## src/rtl/uart_image_tx.sv

```systemverilog
// Streams a NUM_BYTES*8-bit image as back-to-back 8N1 UART frames, byte 0 first, LSB first.
// Optional macro UART_TX_STOP2_EN: two stop bits per frame (11-bit frames).
module uart_image_tx #(
  parameter int unsigned BAUD_DIV  = 2603,
  parameter int unsigned NUM_BYTES = 32
) (
  input  logic                   Clk,
  input  logic                   Reset,
  input  logic                   Start,
  input  logic [NUM_BYTES*8-1:0] Image,
  output logic                   TX,
  output logic                   Busy,
  output logic                   Done,
  output logic [4:0]             Byte_idx
);

  localparam logic [12:0] BaudMax = 13'(BAUD_DIV);
  localparam logic [4:0]  LastIdx = 5'(NUM_BYTES - 1);

  typedef enum logic [1:0] {StIdle, StStart, StData, StStop} state_e;

  state_e                 state_q, state_d;
  logic [12:0]            cnt_q, cnt_d;
  logic [2:0]             bit_q, bit_d;
  logic [NUM_BYTES*8-1:0] sh_q, sh_d;
  logic [4:0]             idx_q, idx_d;
  logic                   tx_q, tx_d;
  logic                   done_q, done_d;
  logic                   bit_end;
  logic                   stop_end;

  always_ff @(posedge Clk or posedge Reset) begin
    if (Reset) begin
      state_q <= StIdle;
      cnt_q   <= '0;
      bit_q   <= '0;
      sh_q    <= '0;
      idx_q   <= '0;
      tx_q    <= 1'b1;
      done_q  <= 1'b0;
    end else begin
      state_q <= state_d;
      cnt_q   <= cnt_d;
      bit_q   <= bit_d;
      sh_q    <= sh_d;
      idx_q   <= idx_d;
      tx_q    <= tx_d;
      done_q  <= done_d;
    end
  end

  assign bit_end = (cnt_q == BaudMax);

`ifdef UART_TX_STOP2_EN
  // Second stop period is tracked with the (otherwise idle) bit counter.
  assign stop_end = bit_end && (bit_q == 3'd1);
`else
  assign stop_end = bit_end;
`endif

  always_comb begin
    state_d = state_q;
    cnt_d   = cnt_q;
    bit_d   = bit_q;
    sh_d    = sh_q;
    idx_d   = idx_q;
    tx_d    = tx_q;
    done_d  = 1'b0;

    if (state_q != StIdle) begin
      cnt_d = bit_end ? '0 : cnt_q + 13'd1;
    end

    unique case (state_q)
      StIdle: begin
        tx_d = 1'b1;
        if (Start) begin
          state_d = StStart;
          sh_d    = Image;
          idx_d   = '0;
          cnt_d   = '0;
          bit_d   = '0;
          tx_d    = 1'b0;
        end
      end
      StStart: begin
        if (bit_end) begin
          state_d = StData;
          bit_d   = '0;
          tx_d    = sh_q[0];
        end
      end
      StData: begin
        if (bit_end) begin
          // Shift after every bit so the next byte's LSB lands in sh_q[0].
          sh_d  = sh_q >> 1;
          bit_d = bit_q + 3'd1;
          tx_d  = sh_q[1];
          if (bit_q == 3'd7) begin
            state_d = StStop;
            bit_d   = '0;
            tx_d    = 1'b1;
          end
        end
      end
      StStop: begin
        if (bit_end && !stop_end) begin
          bit_d = bit_q + 3'd1;
        end else if (stop_end) begin
          bit_d = '0;
          if (idx_q == LastIdx) begin
            state_d = StIdle;
            done_d  = 1'b1;
            tx_d    = 1'b1;
          end else begin
            state_d = StStart;
            idx_d   = idx_q + 5'd1;
            tx_d    = 1'b0;
          end
        end
      end
      default: begin
        state_d = StIdle;
        tx_d    = 1'b1;
      end
    endcase
  end

  assign TX       = tx_q;
  assign Busy     = (state_q != StIdle);
  assign Done     = done_q;
  assign Byte_idx = idx_q;

endmodule

```

## config.mk

```make
export PLATFORM = sky130hd
export DESIGN_NAME = uart_image_tx
export DESIGN_NICKNAME = d
export VERILOG_FILES = /design/src/rtl/uart_image_tx.sv
export SDC_FILE = /design/constraint.sdc
export NUM_CORES = 1
export LEC_CHECK = 0
export ABC_AREA = 1
export BUFFER_PORTS_ARGS = -buffer_cell sky130_fd_sc_hd__buf_4
export CORE_MARGIN = 2
export CORE_UTILIZATION = 35
export DETAILED_ROUTE_END_ITERATION = 10
export PLACE_DENSITY_LB_ADDON = 0.15
export SLEW_MARGIN = 25
export SYNTH_ARGS = -nofsm -noshare
export SYNTH_HDL_FRONTEND = slang
export SYNTH_SLANG_ARGS = --single-unit
```

## constraint.sdc

```tcl
create_clock -name Clk -period 12.73 [get_ports Clk]
set_clock_uncertainty 0.15 [all_clocks]
set_input_delay 2.546 -clock Clk [delete_from_list [all_inputs] [get_ports Clk]]
set_output_delay 2.546 -clock Clk [all_outputs]
set_load 0.01 [all_outputs]
```

Word level (Yosys, flattened, before mapping)
Index checks and enable logic that the tools add are counted.
{"block": "word_totals", "elab_cells": 65, "out_inout_bits": 8, "in_bits": 259, "regBits": 281}
{"block": "op_classes", "n_reduce_logical": 10, "eq_ne": 13, "n_addsub": 3, "n_mux": 32}
{"cell": "$mux 256", "count": 2}
{"cell": "$pmux 256 s2", "count": 1}
{"cell": "$mux 13", "count": 4}
{"cell": "$mux 5", "count": 3}
{"cell": "$add 13x1->13 const B", "count": 1}
{"cell": "$eq 13x12->1 const B", "count": 1}
{"cell": "$mux 3", "count": 4}
{"cell": "$ne 2x2->1 const B", "count": 6}
{"cell": "$mux 2", "count": 5}
{"cell": "$pmux 5 s2", "count": 1}
{"cell": "$mux 1", "count": 9}
{"cell": "$pmux 3 s3", "count": 1}
{"cell": "$reduce_and 3->1", "count": 3}
{"cell": "$pmux 2 s4", "count": 1}
{"cell": "$reduce_bool 2->1", "count": 3}
{"cell": "$add 5x1->5 const B", "count": 1}
{"cell": "$eq 5x5->1 const B", "count": 1}
{"cell": "$reduce_and 5->1", "count": 1}
{"cell": "$eq 2x2->1 const B", "count": 2}
{"cell": "$pmux 1 s4", "count": 1}
{"cell": "$reduce_and 4->1", "count": 1}
{"cell": "$add 3x1->3 const B", "count": 1}
{"cell": "$eq 3x3->1 const B", "count": 1}
{"cell": "$eq 2x1->1 const B", "count": 1}
{"cell": "3 further kinds", "count": 3}

Longest topological paths before layout
Gate-level depths: netlist of the first run.
{"block": "depth", "ltp_word": 5, "ltp_mapped": 10, "depth_no_buf": 10}

Worst setup path before layout of the first run
OpenSTA, ideal clock, no wires.
{"block": "synth_path", "kind": "flip-flop to output port", "from": "register state_q[0]", "to": "output Busy", "n_path_buf": 1, "required_ns": 10.034, "arrival_time_ns": 1.103, "path_stages_with_launch": 5, "path_slack_ns": 8.931, "cell_sequence": "dfrtp_1 inv_1 ha_1 inv_1 clkbuf_1"}
{"block": "synth_via", "elab_chain_cells": 1}
{"item": "from (decl)", "line_no": "22", "source": "state_e state_q, state_d;"}
{"item": "from (signal assigned)", "line_no": "34", "source": "state_q <= StIdle;"}
{"item": "from (signal assigned)", "line_no": "42", "source": "state_q <= state_d;"}
{"item": "$reduce_bool 2->1", "line_no": "130", "source": "assign Busy = (state_q != StIdle);"}
{"item": "to (decl)", "line_no": "12", "source": "output logic Busy,"}
Every way passes these cells.

Worst setup path in the final report of the first run
{"block": "layout_path", "from": "input Start", "to": "register sh_q[48]"}
{"block": "layout_via", "elab_chain_cells": 2}
{"item": "from (decl)", "line_no": "9", "source": "input logic Start,"}
{"item": "$ne 2x2->1 (no source line)"}
{"item": "$reduce_and 3->1 (no source line)"}
{"item": "to (signal assigned)", "line_no": "37", "source": "sh_q <= '0;"}
{"item": "to (signal assigned)", "line_no": "45", "source": "sh_q <= sh_d;"}
{"item": "to (decl)", "line_no": "25", "source": "logic [NUM_BYTES*8-1:0] sh_q, sh_d;"}
Every way passes these cells.
A chain may end at the register's enable or synchronous reset.

==> results.md, run 1 <==
* Buf+Inv Stages, Crit Path at 5
* Reg2reg end: sh_q[48]
* Share of cells above drive strength 1 at between 30% and 40%
* Period utilization at 44.1%
* Post-Syn Nets at 1586
* Leading area contributor after synthesis: dfrtp_1
* Num CTS Buffers at 36
* Post-synth EDFFs at 0
* Yosys top cell area share at 48.9%
* Mapped cell area at 14300 sq um
* Initial Util at 35.3%
* Worst reg-to-reg path cell count at 7
* Delay-heaviest family, CP: buffers and inverters
* Slew @ Worst Pin at 0.934 ns
* Worst Setup Path Type: input port to flop
* Leakage at 0.00799 uW
* Final min period at 5.62 ns
* Layout area overhead at 22.6%
* CP max FO at 113
* Unique cell type count in the Yosys netlist at 31
* GRT Residual Overflow at 0
* Vias in the first global route at 9993
* Row count at 74
* Worst path slowest cell: buf_4
* Worst setup endpoint: sh_q[48]
* Setup TNS at 0 ns
* Achievable Freq at 178 MHz
* CP Cell Sequence: buf_4 -> inv_1 -> nand2_1 -> clkinv_1 -> a21oi_2 -> nand2_8 -> buf_4 -> buf_6 -> o21ai_0
* Slew HR at 37.7%
* Post-CTS Resized at 0
* Port buffer count at 266
* Post-CTS setup buffers at 0
* CP max stage delay at 0.85 ns
* CP arrival at just under 6 ns
* Worst skew pair latency at 0.53 ns
* Worst r2r src: state_q[0]
* Via-to-Cell Ratio at 4.67
* # hold bufs at CTS at 0
* Gpl congestion at 0.769
* Drt wl/cell at 15.3 um
* Tot GR Track Use at 15.3%
* Fin. Hold Viols at 0
* Max Cap Violations at 0
* Die H at 206 um
* FF-to-FF setup slack at 8.39 ns
* Hold WS at roughly 0.33 ns
* DRT iter0 DRCs at 545
* Ys flop type: dfrtp_1
* Tot Pwr at roughly 4600 uW
* Global-route wire length before repair at between 50000 and 60000 um
* Setup violations, final at 0
* Critical Path Source: Start
* Worst setup SP type: input port
* Core footprint at 40600 sq um
* CTS root buf: clkbuf_16
* Hpwl dp at 21200 um
* Max VDD drop at 0.000266 V
* Residual DRC count at 0
* CTS clk-pin slew, worst paths at 0.06 ns
* RSZ-0062 raised after global routing: no
* Synth warn at 0
* Largest net degree at the start of global routing at 128
* Number of fill cells at 3922
* Fin nets at 1814
* Synth top cells by count: nand2_1 (325), dfrtp_1 (280), mux2i_1 (255)
* Routed WL at 32100 um
* IO Pins at approximately 270
* Antenna violations before repair at 3
* Status: finished, final reports clean
* Worst setup EP type: flop
* DR vias at 9827
* Synth area leaders: dfrtp_1 (49%), mux2i_1 (18%), o21ai_2 (14%)
* Deepest clock path buffer count at 3
* H-Tree Depth at 2
* Antenna Nets Post-Route at 0
* Drt first pass iters at 6
* Clock Sinks at roughly 280
* CTS tree: done
* Max Slew Vio Count at 0
* Sequential area share after synthesis at 49.1%
* Mean Syn Cell Area at 10.9 sq um
* Power per cell area at about 260 nW/um^2
* Die area at approximately 43000 sq um
* CP required at 12.94 ns
* Seq cells post-synth at 281
* Syn Inst Count at 1318
* Hold crit path type: flop to flop
* CP Depth at 9
* Count leader, synth: nand2_1
* Async S/R FF share, synth at 100%
* Die X at around 210 um
* Most common cell on crit path: buf_4
-- sequential cells by signal, summed over array words and instances, names as in the netlist --
| register | count |
|---|---|
| TX | 1 |
| sh_q | 256 |
| cnt_q | 13 |
| state_q | 2 |
| bit_q | 3 |
| Byte_idx | 5 |
| Done | 1 |
-- worst reg2reg max path, cell delays in order, from the launching register on --
cell     delay (ns)
dfrtp_1        0.44
inv_1          0.15
ha_4           0.69
nand2_2        0.22
nand2_8        0.61
buf_4          0.92
buf_6          0.78
o21ai_0        0.22
-- cell families after synthesis --
group                      count (synthesis)  synth area share [%]
DFF                                      281                  49.1
xor gates and xnor gates                   4                 0.244
adders and majority gates                  9                 0.785
AOI/OAI and AO/OA                        271                  15.5
muxes                                    255                  17.8
buffers and inverters                    111                  5.95
and+or+nand+nor                          387                  10.7
-- routing by layer --
metal / vias to the layer above / track usage [%] / part of all wire [%] / wire length (um)
met5: - / 0 / 0 / 0
met4: 0 / 5.48 / 2.0 / 641
met2: 180 / 23.6 / 46 / 14800
met1: 4636 / 20.2 / 45 / 14500
li1: 4966 / - / - / -
met3: 45 / 4.56 / 6.8 / 2180
-- report_power, final --
part	switching, uW	internal (uW)	leakage (uW)	total (uW)
registers	217	1330	0.00351	1550
logic	1210	805	0.00389	2020
clock network	380	649	0.000592	1030
-- cell type report --
type	count	area [sq um]	area share, %
Inverter	24	97.6	0.555
Clock buffer	55	1090	6.22
Tap cell	532	666	3.79
Timing Repair Buffer	277	2100	11.9
Clock inverter	6	109	0.619
Multi-Input combinational cell	926	6470	36.8
Antenna cell	3	7.51	0.0427
Sequential cell	281	7030	40.0
-- metrics by stage --
step           worst slack [ns]  area, sq um  utilization, %  std cells
2_1_floorplan              2.29        14300               -       1318
5_1_grt                    6.79        17600            43.2       2103
3_3_place_gp               6.36        16400            40.2       2040
4_1_cts                    6.85        17600            43.2       2101
6_report                   7.11        17600            43.2       2104
3_5_place_dp               6.28        16400            40.2       2040
-- placed cells by master (no fill, tap or decap), drive strengths merged --
master	n
buf	277
nor3	4
nand4	5
clkbuf	55
bufinv	3
nor3b	1
nor2	18
or2	2
nand3	30
clkinv	4
ha	9
nand2	327
mux2i	255
o22ai	4
dfstp	1
a21oi	1
inv	23
dfrtp	280
diode	3
xnor2	1
xor2	3
o21ai	265
o211ai	1
-- worst min-delay path by stage --
| stage | startpoint | endpoint | slack, ns | cells past startpoint |
|---|---|---|---|---|
| after global routing | sh_q[255] | sh_q[255] | 0.34 | 2 |
| final | sh_q[155] | sh_q[155] | 0.33 | 2 |
| after floorplan | sh_q[27] | sh_q[27] | 0.30 | 2 |
| after detailed placement | sh_q[98] | sh_q[98] | 0.32 | 2 |
| after CTS | sh_q[223] | sh_q[223] | 0.33 | 2 |
| after global placement | sh_q[167] | sh_q[167] | 0.31 | 2 |
No activity file was read; power rests on OpenSTA's default activity.
==> inputs of run 2 (changes only) <==
==> constraint.sdc (replaced) <==
create_clock -name Clk -period 5.8 [get_ports Clk]
set_clock_uncertainty 0.15 [all_clocks]
set_input_delay 1.16 -clock Clk [delete_from_list [all_inputs] [get_ports Clk]]
set_output_delay 1.16 -clock Clk [all_outputs]
set_load 0.01 [all_outputs]
==> run 2 against run 1 <==
Effect of this change: largest cell class unchanged; sequential cell count unchanged; highest routed layer unchanged; die area unchanged; clock power up 110%; setup slack worse by 4.9 ns; critical endpoint is now sh_q[56].
==> results.md, run 2 (same netlist as run 1, synthesis figures left out) <==
* Die X at 206 um
* Routed WL at 31500 um
* Most common cell on crit path: nand2_1
* Met1 GRT Util at about a fifth
* Cell count after placement at 2040
* Multi-input gate area at 6470 sq um
* Setup TNS at 0 ns
* Core footprint at 40600 sq um
* Worst path slowest cell: nand2_8
* Post-layout worst setup margin at 2.24 ns
* GR peak layer: met2
* RSZ-0062 raised after global routing: no
* Drt first pass iters at 6
* CP required at 6.02 ns
* Setup slack at placement at 1.84 ns
* Die H at just over 200 um
* CP arrival at 3.78 ns
* Delay-heaviest family, CP: simple AND/OR/NAND/NOR gates
* Most frequent cells in the layout: nand2_1 (325), dfrtp_1 (280), buf_4 (272)
* GRT Residual Overflow at 0
* Worst setup SP type: flop
* CTS clk-pin slew, worst paths at 0.06 ns
* Die area at roughly 43000 sq um
* Vias in the first global route at 10036
* Slew @ Worst Pin at 1.15 ns
* Max VDD drop at 0.000423 V
* Hold WS at 0.328 ns
* Max Slew Vio Count at 0
* Leakage at 0.00796 uW
* Num CTS Buffers at 34
* Worst skew pair latency at 0.53 ns
* Clock Sinks at 281
* M2 GR Usage at 22.5%
* # hold bufs at CTS at 0
* CTS root buf: clkbuf_16
* Residual DRC count at 0
* DR vias at 9722
* Max reg flops at 256
* Gpl congestion at approximately 0.74
* Most common cell after layout, fill and taps aside: nand2_1
* Setup violations, final at 0
* Period utilization at 61.4%
* Final min period at 3.56 ns
* Post-CTS setup buffers at 0
* Achievable Freq at 281 MHz
* Antenna violations before repair at 0
* Row count at 74
* CP Cell Sequence: inv_1 -> ha_1 -> nand2_1 -> clkinv_1 -> a21oi_2 -> nand2_8 -> buf_12 -> nand2_1 -> o21ai_0
* Number of fill cells at 3909
* DRT iter0 DRCs at 519
* Largest net degree at the start of global routing at 159
* Reg area at ~7000 sq um
* Slew HR at 23.1%
* Fin nets at approximately 1800
* Initial Util at 35.3%
* Drt wl/cell at 15.0 um
* Tot GR Track Use at between 10% and 20%
* Post-Layout Cell Count at roughly 2100
* Layout area overhead at 22.3%
* IO Pins at between 200 and 300
* Final core utilization at approximately 43%
* Hold crit path type: flop to flop
* Worst Setup Path Type: flop to flop
* CP max stage delay at 0.53 ns
* Antenna Nets Post-Route at 0
* Buf+Inv Stages, Crit Path at 3
* Fin. Hold Viols at 0
* Global-route wire length before repair at just over 50000 um
* Worst setup EP type: flop
* Post-CTS Resized at 0
* Deepest clock path buffer count at 3
* Status: finished, final reports clean
* Global Route met3 Usage at 4.51%
* Max Cap Violations at 0
* Share of cells above drive strength 1 at approximately 36%
* Port buffer count at 266
* Power per cell area at 570 nW/um^2
* H-Tree Depth at 2
* Top reg by flops: sh_q
* Hpwl dp at around 21000 um
* Ant. Diodes at 0
* CP max FO at 158
* Via-to-Cell Ratio at 4.63
* CTS tree: done
run 2: cell count changes in the layout (fill, tap and decap cells not counted), moves of 2 or more:
cell,change
buf_12,+4
clkbuf_1,+4
clkbuf_8,-4
diode_2,-3
buf_4,-2
buf_6,-2
run 2: layout make-up:
cell class | instances | area share, %
timing repair buffer | 277 | 12.2
tap | 532 | 3.80
inverter | 24 | 0.535
clock buffer | 55 | 6.01
sequential | 281 | 40.1
multi-input combinational | 926 | 36.9
clock inverter | 4 | 0.400
run 2: final timing paths:
kind	slack (ns)	from	cells after the start	endpoint
hold / removal	0.33	sh_q[175]	2	sh_q[175]
max in group asynchronous	4.07	Reset	3	sh_q[175]
setup reg to reg	2.24	state_q[0]	9	sh_q[56]
min in group asynchronous	0.64	Reset	3	sh_q[204]
setup / recovery	2.24	state_q[0]	9	sh_q[56]
hold reg to reg	0.33	sh_q[175]	2	sh_q[175]
run 2: layer usage:
metal  vias up  wire length, um
met5         -                0
li1       4956                -
met3        43             2080
met1      4544            14600
met2       179            14000
met4         0              779
run 2: worst register-to-register path: stages (launching register included):
cell and delay (ns):
dfrtp_1 0.44, inv_1 0.13, ha_1 0.25, nand2_1 0.33, clkinv_1 0.37, a21oi_2 0.32
nand2_8 0.53, buf_12 0.51, nand2_1 0.30, o21ai_0 0.09
run 2: power breakdown:
part	internal (uW)	switching [uW]
registers	2920	478
logic	1800	2660
clock network	1330	819
run 2: through the flow:
| step | power [uW] | area (sq um) |
|---|---|---|
| after floorplan | 7610 | 14300 |
| after global placement | 7850 | 16400 |
| after detailed placement | 7970 | 16400 |
| after CTS | 10200 | 17500 |
| after global routing | 10900 | 17500 |
| final | 9990 | 17500 |
==> inputs of run 3 (changes only) <==
==> constraint.sdc (replaced) <==
create_clock -name Clk -period 3.28 [get_ports Clk]
set_clock_uncertainty 0.15 [all_clocks]
set_input_delay 0.656 -clock Clk [delete_from_list [all_inputs] [get_ports Clk]]
set_output_delay 0.656 -clock Clk [all_outputs]
set_load 0.01 [all_outputs]
==> run 3 against run 2 <==
Effect of this change: sequential share of layout area shrank 0.56 points; routed wire length grew 3.8%; sequential cell count unchanged; hold slack got worse by 0.17 ns; global-route usage grew 0.29 points; critical path depth is 5 lower; combinational power increased by 83%; non-clock buffer count up 21; largest cell class unchanged; largest power group unchanged; highest routed layer unchanged.
==> results.md, run 3 (same netlist as run 1, synthesis figures left out) <==
* Status: finished, final reports clean
* Antenna violations before repair at 0
* Gpl congestion at 0.736
* Power per cell area at between 1000 and 1500 nW/um^2
* CTS root buf: clkbuf_16
* Die area at 42600 sq um
* Final Instance Area at 17800 sq um
* FF-to-FF setup slack at a little over 0.6 ns
* Drt wl/cell at ~15 um
* CP required at 2.47 ns
* Vias in the first global route at 10005
* CP Cell Sequence: inv_1 -> ha_1 -> inv_1 -> buf_4
* Die H at 206 um
* Max VDD drop at 0.000554 V
* Number of fill cells at 3915
* Setup TNS at 0 ns
* Worst setup EP type: primary output
* Worst reg-to-reg path cell count at 10
* Most common cell after layout, fill and taps aside: nand2_1
* Routed WL at 32700 um
* Worst Setup Path Type: flop to primary output
* Setup slack at placement at 0.586 ns
* Initial Util at 35.3%
* Layout area overhead at 24.0%
* Post-Layout Cell Count at ~2100
* CP arrival at between 1.5 and 2 ns
* Most common cell on crit path: inv_1
* Core footprint at approximately 40000 sq um
* Max Slew Vio Count at 0
* Reg area at 7030 sq um
* DR vias at ~10000
* Fin. Hold Viols at 0
* Residual DRC count at 0
* Global-route wire length before repair at between 50000 and 60000 um
* Worst path slowest cell: dfrtp_1
* CP max FO at 13
* Num CTS Buffers at 34
* Clock Sinks at 281
* Area post-placement at 16700 sq um
* Deepest clock path buffer count at 3
* Slew @ Worst Pin at 0.812 ns
* Ant. Diodes at 0
* DRT iter0 DRCs at 542
* Drt first pass iters at 5
* Most frequent cells in the layout: nand2_1 (325), buf_4 (285), dfrtp_1 (280)
* Share of cells above drive strength 1 at 37.1%
* Max reg flops at 256
* Achievable Freq at 373 MHz
* Largest net degree at the start of global routing at 97
* Port buffer count at around 270
* Final core utilization at 43.7%
* Post-layout worst setup margin at 0.600 ns
* H-Tree Depth at 2
* Row count at 74
* CP max stage delay at 0.43 ns
* Hpwl dp at 22600 um
* Reg2reg end: sh_q[242]
* Fin nets at 1833
* RSZ-0062 raised after global routing: no
* Multi-input gate area at 6470 sq um
* Antenna Nets Post-Route at 0
* Slew HR at 45.8%
* Top reg by flops: sh_q
* # hold bufs at CTS at 0
* Final min period at 2.68 ns
* GRT Residual Overflow at 0
* Worst r2r src: state_q[0]
* CTS tree: done
* Period utilization at 81.7%
* Hold crit path type: input port to asynchronous set/reset pin
* Tot GR Track Use at 15.3%
* Cell count after placement at 2061
* IO Pins at 267
* CTS clk-pin slew, worst paths at 0.06 ns
* Worst setup SP type: flop
* Post-CTS Resized at 0
* Worst skew pair latency at 0.52 ns
* Max Cap Violations at 0
* Via-to-Cell Ratio at 4.70
* Die X at 206 um
* Post-CTS setup buffers at 0
* Setup violations, final at 0
* Leakage at 0.00810 uW
## run 3: layer usage
layer	part of all wire (%)	GRT usage [%]	up-vias
met5	0	0	-
met4	1.7	4.85	0
met3	6.4	4.24	32
met2	47	23.7	191
met1	45	20.7	4723
li1	-	-	5009
## run 3: final cells by class
class / count / share of cell area [%]
flip-flops and latches: 281 / 39.6
well taps: 532 / 3.74
clock inverters: 9 / 0.535
inverters: 24 / 0.528
repair buffers: 298 / 13.5
multi-input cells: 926 / 36.4
clock buffers: 46 / 5.74
## run 3: critical path, delay by kind of cell, from the launching register on
| family | cells | cell delay [ns] |
|---|---|---|
| adder cells (fa/ha/maj) | 1 | 0.25 |
| buffers and inverters | 3 | 0.68 |
| flip-flops | 1 | 0.43 |
## run 3: how the worst max path moves through the flow
| stage | startpoint | to | slack, ns | depth (start not counted) |
|---|---|---|---|---|
| floorplan | Reset | Byte_idx[0] | -1.25 | 1 |
| global placement | Start | sh_q[4] | 0.61 | 10 |
| detailed placement | state_q[0] | sh_q[3] | 0.59 | 10 |
| CTS | state_q[0] | Busy | 0.55 | 4 |
| global route | state_q[0] | sh_q[3] | 0.38 | 10 |
| finish | state_q[0] | Busy | 0.60 | 4 |
## run 3: report_power, final
group / switching [uW] / leakage, uW / total [uW] / internal, uW
Clock: 1450 / 0.000558 / 3770 / 2320
Combinational: 4770 / 0.00404 / 8130 / 3370
Sequential: 864 / 0.00351 / 6020 / 5160
Total: 7080 / 0.00810 / 17900 / 10800
## run 3: through the flow
stage,hold slack (ns),total power (uW)
floorplan,0.303,13500
CTS,0.145,18300
finish,0.159,17900
global placement,0.313,14200
global route,0.176,19400
detailed placement,0.317,14400
